### src/rtl/keypad_operand_capture.sv
// Keypad operand capture: edge-detects decoded key presses, accumulates decimal digits
// into BCD/binary entries, and commits operand A (key A) and operand B (key #).
module keypad_operand_capture #(
    parameter int unsigned NUM_DIGITS = 3,
    parameter int unsigned BIN_W      = 10
) (
    input  logic                    clk,
    input  logic                    rst,
    input  logic [3:0]              key_code,
    input  logic                    key_hold,
    output logic [BIN_W-1:0]        operand_a,
    output logic [BIN_W-1:0]        operand_b,
    output logic                    result_valid,
    output logic [4*NUM_DIGITS-1:0] disp_bcd,
    output logic [2:0]              digit_count,
    output logic                    entry_full,
    output logic [1:0]              state_o
);

    localparam int unsigned ExtW = BIN_W + 4;

    localparam logic [3:0] KeyA    = 4'd10;
    localparam logic [3:0] KeyStar = 4'd14;
    localparam logic [3:0] KeyHash = 4'd15;

    typedef enum logic [1:0] {
        StA    = 2'b00,
        StB    = 2'b01,
        StDone = 2'b10
    } state_t;

    state_t                  state;
    logic                    key_hold_d;
    logic [4*NUM_DIGITS-1:0] bcd;
    logic [BIN_W-1:0]        bin;
    logic [2:0]              count;

    logic             key_event;
    logic             is_digit;
    logic             full;
    logic [BIN_W-1:0] bin_next;

    always_comb begin
        key_event = key_hold && !key_hold_d;
        is_digit  = (key_code <= 4'd9);
        full      = (count == 3'(NUM_DIGITS));
        // Never exceeds 10^NUM_DIGITS-1, so the truncation is lossless.
        bin_next  = BIN_W'(ExtW'(bin) * ExtW'(10) + ExtW'(key_code));
    end

    always_ff @(posedge clk or posedge rst) begin
        if (rst) begin
            state        <= StA;
            key_hold_d   <= 1'b1;  // a key held through reset must not register
            bcd          <= '0;
            bin          <= '0;
            count        <= '0;
            operand_a    <= '0;
            operand_b    <= '0;
            result_valid <= 1'b0;
        end else begin
            key_hold_d   <= key_hold;
            result_valid <= 1'b0;
            if (key_event) begin
                if (is_digit) begin
                    if (state == StDone) begin
                        operand_a <= '0;
                        operand_b <= '0;
                        bcd       <= (4*NUM_DIGITS)'(key_code);
                        bin       <= BIN_W'(key_code);
                        count     <= 3'd1;
                        state     <= StA;
                    end else if (!full) begin
                        bcd   <= {bcd[4*NUM_DIGITS-5:0], key_code};
                        bin   <= bin_next;
                        count <= count + 3'd1;
                    end
                end else begin
                    case (key_code)
                        KeyA: begin
                            if (state == StA) begin
                                operand_a <= bin;
                                bcd       <= '0;
                                bin       <= '0;
                                count     <= '0;
                                state     <= StB;
                            end
                        end
                        KeyHash: begin
                            if (state == StB) begin
                                operand_b    <= bin;
                                bcd          <= '0;
                                bin          <= '0;
                                count        <= '0;
                                result_valid <= 1'b1;
                                state        <= StDone;
                            end
                        end
                        KeyStar: begin
                            operand_a <= '0;
                            operand_b <= '0;
                            bcd       <= '0;
                            bin       <= '0;
                            count     <= '0;
                            state     <= StA;
                        end
                        default: ;
                    endcase
                end
            end
        end
    end

    always_comb begin
        disp_bcd    = bcd;
        digit_count = count;
        entry_full  = full;
        state_o     = state;
    end

endmodule
### config.mk
export PLATFORM = sky130hd
export DESIGN_NAME = keypad_operand_capture
export DESIGN_NICKNAME = d
export VERILOG_FILES = /design/src/rtl/keypad_operand_capture.sv
export SDC_FILE = /design/constraint.sdc
export NUM_CORES = 1
export LEC_CHECK = 0
export BUFFER_PORTS_ARGS = -buffer_cell sky130_fd_sc_hd__buf_4
export CAP_MARGIN = 20
export CORE_ASPECT_RATIO = 1.1
export CORE_UTILIZATION = 40
export CTS_CLUSTER_DIAMETER = 40
export DETAILED_ROUTE_END_ITERATION = 8
export GPL_TIMING_DRIVEN = 0
export SETUP_SLACK_MARGIN = 0.3
export SLEW_MARGIN = 10
export SYNTH_ARGS = -nofsm -noshare
export SYNTH_HDL_FRONTEND = slang
export SYNTH_SLANG_ARGS = --single-unit
### constraint.sdc
create_clock -name clk -period 2.6 [get_ports clk]
set_input_delay 0.26 -clock clk [delete_from_list [all_inputs] [get_ports clk]]
set_output_delay 0.26 -clock clk [all_outputs]
set_load 0.1 [all_outputs]
**Yosys cells after proc, flatten, opt, wreduce, memory -nomap -nowiden**

Cells that the tools add are included.

- Bits in read-only memories: 0
- Bits in latches: 0
- Memories kept: 0
- Output and inout port bits: 39
- Input port bits: 7
- Logic and storage cells: 66
- Bits in writable memories: 0
- Register bits after elaboration: 49

- Equality and inequality tests: 10
- Multipliers: 1
- Multiplexer cells: 34
- Bitwise gates (word level): 0
- Add/sub/neg operators: 2
- Reductions and logical operators: 10
- Div/mod/pow operators: 0
- $lt $le $gt $ge: 1
- Shift operators: 0

Operators with widths:

| cell | count |
|---|---|
| 10-bit 2-to-1 mux | 10 |
| 12-bit 2-to-1 mux | 5 |
| 10-bit one-hot mux with 2 select lines | 2 |
| 12-bit one-hot mux with 3 select lines | 1 |
| 10-bit one-hot mux with 3 select lines | 1 |
| 3-bit 2-to-1 mux | 5 |
| 4-bit equality test (second input constant) | 3 |
| 10-bit by 4-bit adder with 10-bit output | 1 |
| 10-bit by 3-bit multiplier with 9-bit output (second input constant) | 1 |
| 5-bit AND reduction | 2 |
| 3-bit one-hot mux with 3 select lines | 1 |
| 2-bit 2-to-1 mux | 4 |
| 4-bit AND reduction | 2 |
| 3-bit inequality test (second input constant) | 2 |
| 2-bit one-hot mux with 3 select lines | 1 |
| 3-bit nonzero test | 2 |
| 4-bit less-or-equal comparator (second input constant) | 1 |
| 1-bit 2-to-1 mux | 4 |
| 4-bit nonzero test | 1 |
| 3-bit by 1-bit adder with 3-bit output (second input constant) | 1 |
| 3-bit by 2-bit equality test with 1-bit output (second input constant) | 1 |
| 3-bit by 2-bit inequality test with 1-bit output (second input constant) | 1 |
| 2-bit by 1-bit equality test with 1-bit output (second input constant) | 1 |
| 2-bit equality test (second input constant) | 1 |
| other kinds (4) | 4 |

**Longest topological paths before layout**

- Depth after elaboration: 5
- Depth in mapped cells: 9

**Worst setup path after synthesis**

Ideal clock, no wire load.

- Path kind: flip-flop to flip-flop
- Start: register count[0], in the netlist digit_count[0]
- End: register bcd[1], in the netlist disp_bcd[1]
- Arrival: 2.711 ns
- Cell stages (with the launch flop): 8
- Library setup time: 0.083 ns
- Path buffers: 1
- Required time: 2.517 ns
- Setup slack: -0.193 ns
- Period minus slack after synthesis: 2.793 ns
- Path through: dfrtp_1 -> ha_1 -> ha_1 -> nand3_1 -> nand2_2 -> buf_4 -> nand2_1 -> o21ai_0

- Cells in the longest elaborated chain, start to end: 3

Ends and longest elaborated chain:

| what | line | text |
|---|---|---|
| start, declared | 36 | `logic [2:0] count;` |
| start signal, assigned | 76 | `count <= count + 3'd1;` |
| 3-bit by 2-bit equality test with 1-bit output | 46 | `full = (count == 3'(NUM_DIGITS));` |
| via entry_full | 16 | `output logic entry_full,` |
| 3-bit by 2-bit inequality test with 1-bit output (no line) | -- |  |
| 5-bit AND reduction (no line) | -- |  |
| end signal, assigned | 69 | `bcd <= (4*NUM_DIGITS)'(key_code);` |
| end signal, assigned | 74 | `bcd <= {bcd[4*NUM_DIGITS-5:0], key_code};` |
| end, declared | 34 | `logic [4*NUM_DIGITS-1:0] bcd;` |

The timed path passes the listed nets, and every way through them passes these cells.
A chain may end at the register's enable or synchronous reset.

**Worst setup path in the final report**

- Start: register bin[1]
- End: register bin[9]

- Cells in the longest elaborated chain, start to end: 5

Ends and longest elaborated chain:

| what | line | text |
|---|---|---|
| start, declared | 35 | `logic [BIN_W-1:0] bin;` |
| start signal, assigned | 70 | `bin <= BIN_W'(key_code);` |
| start signal, assigned | 75 | `bin <= bin_next;` |
| 10-bit by 3-bit multiplier with 9-bit output | 48 | `bin_next = BIN_W'(ExtW'(bin) * ExtW'(10) + ExtW'(key_code));` |
| 10-bit by 4-bit adder with 10-bit output | 48 |  |
| 10-bit 2-to-1 mux | 73 | `end else if (!full) begin` |
| 10-bit 2-to-1 mux | 66 | `if (state == StDone) begin` |
| 10-bit 2-to-1 mux | 65 | `if (is_digit) begin` |

Every way passes these cells. The select of a mux whose other input is x is not followed.

==> results.json <==
{
  "ys.flop_type": "dfrtp_1",
  "endpoint_kind": "register",
  "worst_pin_slew_ps": 456,
  "crit_arrival_ps": 2560,
  "grt_overflow": 0,
  "vias": 1902,
  "netlist_area_mm2": 0.00247,
  "grt_pass1_vias": 1844,
  "fp.dieW_um": 76.9,
  "setup_viol": 0,
  "design_area_mm2": 0.00317,
  "vias_per_cell": 5.14,
  "synth_cells": 229,
  "area_delta_synth_final_pct": 28.3,
  "fin_nets": 317,
  "yosysWarnings": 0,
  "fmaxAchievable_mhz": 423,
  "fin_crit_sh_pct": 91.0,
  "die_area_mm2": 0.00649,
  "netlist_top_cells_area": "dfrtp_1 48%, ha_1 8.1%, a22o_1 7.4%",
  "layout-drive-gt1-share_pct": 34.8,
  "cap_violations": 0,
  "setup-tns-final_ps": 0,
  "seq_area_mm2": 0.00121,
  "antenna_found_initial": 0,
  "ant_nets": 0,
  "worst_slack_ps": 235,
  "io_buffers": 45,
  "min_path_type": "primary input to register",
  "synth_seq_cells": 48,
  "fillers": 549,
  "drtPass1Iterations": 4,
  "route.detailed.drc": 0,
  "hold_violations": 0,
  "required_ps": 2790,
  "dpl.hpwl_um": 3860,
  "cts_tree": "built",
  "die_h_um": 84.4,
  "place_ws_ps": 117,
  "grt.total_usage_pct": 18.4,
  "synth_top_area_share_pct": 47.6,
  "start_kind": "register",
  "ys_seq_area_share_pct": 48.7,
  "period_minus_slack_ps": 2360,
  "synth_edf_count": 0,
  "finClkSkew_ps": 4.05,
  "cts_root_buf": "clkbuf_8",
  "n_antenna_cell": 0,
  "layout_commonest_cell": "buf_4",
  "maxSlewViolCount": 0,
  "drt_iter0_drc": 58,
  "yosys.area.top_type": "dfrtp_1",
  "multi_input_area_mm2": 0.00120,
  "final_util_pct": 53.9,
  "synthArstFlopShare_pct": 100,
  "relSlewSlack_pct": 69.6,
  "grt_pass1_wl_um": 9380,
  "cp_max_fo": 2,
  "gp_congestion": 0.813,
  "status": "completed",
  "ys_types": 44,
  "wl_per_cell_um": 14.8,
  "numCtsBuffers": 5,
  "design.core.area_mm2": 0.00588,
  "io-pin-count": 46,
  "wl_um": 5460,
  "mostFrequentLayoutCells": "56 x buf_4, 39 x dfrtp_1, 21 x nand2_1, 21 x a22o_1, 19 x o21ai_0",
  "synth_area_per_cell_um2": 10.8,
  "htreeDepth": 2,
  "placed_area_mm2": 0.00295,
  "grt_max_degree": 30,
  "clock_path_buffers": 2,
  "std_cell_rows": 29,
  "critPathKind": "register to register",
  "start_util_pct": 42.0,
  "synth_nets": 254,
  "clk_latency_ps": 300,
  "cts.sinks": 48,
  "clk_pin_slew_ps": 90,
  "rsz0062_at_grt": "true"
}
==> cell families after synthesis <==
kind of cell	count (synthesis)	share of synthesized area, %
compound gates	66	19.0
simple gates	56	10.9
fa+ha+maj	18	9.73
mux	2	0.811
xor+xnor	12	5.12
flops	48	48.7
buf+inv	27	5.72
==> final cells by class <==
type / instances / area share [%]
Sequential cell: 48 / 38.3
Multi-Input combinational cell: 154 / 37.7
Timing Repair Buffer: 56 / 13.7
Tap cell: 77 / 3.04
Buffer: 13 / 2.80
Clock buffer: 5 / 2.17
Inverter: 14 / 1.66
Clock inverter: 3 / 0.592
==> synthesized netlist by cell type, types with 2 or more instances <==
cell	instances
nand4_1	2
xnor2_1	4
o21ai_1	3
a211oi_1	2
a21oi_1	4
a31oi_1	2
a21o_1	3
fa_1	2
buf_2	6
a22o_1	21
nor2_1	7
nand2_1	21
inv_1	14
ha_1	16
dfrtp_1	47
buf_4	2
o21ai_0	19
mux2i_1	2
nand3_1	12
clkbuf_1	2
xor2_1	6
buf_6	2
nand2b_1	6
o31ai_1	4
==> metal layers <==
metal	share of wire (%)	wire, um	vias up	global-route usage (%)
li1	-	-	933	-
met1	49	2670	920	26.6
met2	46	2530	43	28.3
met3	3.6	198	6	2.93
met4	1.2	66	0	5.94
met5	0	0	-	0
==> final timing paths <==
| check | startpoint | slack [ps] | cells after the start | end |
|---|---|---|---|---|
| setup / recovery | bin[1] | 240 | 9 | bin[9] |
| hold / removal | key_hold | 70 | 1 | key_hold_d |
| setup reg to reg | bin[1] | 240 | 9 | bin[9] |
| hold reg to reg | operand_a[4] | 510 | 1 | operand_a[4] |
| max in group asynchronous | rst | 1560 | 4 | bin[5] |
| min in group asynchronous | rst | 520 | 3 | disp_bcd[10] |
==> through the flow <==
stage | std cells | hold WS (ps)
after CTS | 370 | 64.4
after global placement | 351 | 378
after floorplan | 229 | 264
after detailed placement | 352 | 304
final | 370 | 69.4
after global routing | 370 | 59.2
==> state kept, by name, summed over array words and instances (netlist names) <==
name and cells:
operand_a 10, state_o 2, result_valid 1, operand_b 10, key_hold_d 1, disp_bcd 12
digit_count 3, bin 9
==> repair_timing <==
action	CTS	global route
buffers inserted	9	0
hold buffers	1	0
resized for setup	11	0
pin swaps	5	0
hold endpoints to repair	18	0
endpoints found under the setup margin	2	2
==> critical path, stage by stage, from the launching register on <==
cell      delay, ps
dfrtp_2         450
ha_4            250
ha_4            160
fa_2            420
a211oi_2        240
nor2_1           80
xor2_1          180
nand3b_1        100
xnor3_1         190
a22o_1          180
Power is not shown: default switching activity piles up to over one toggle a cycle in this logic, so the estimate is an artifact.
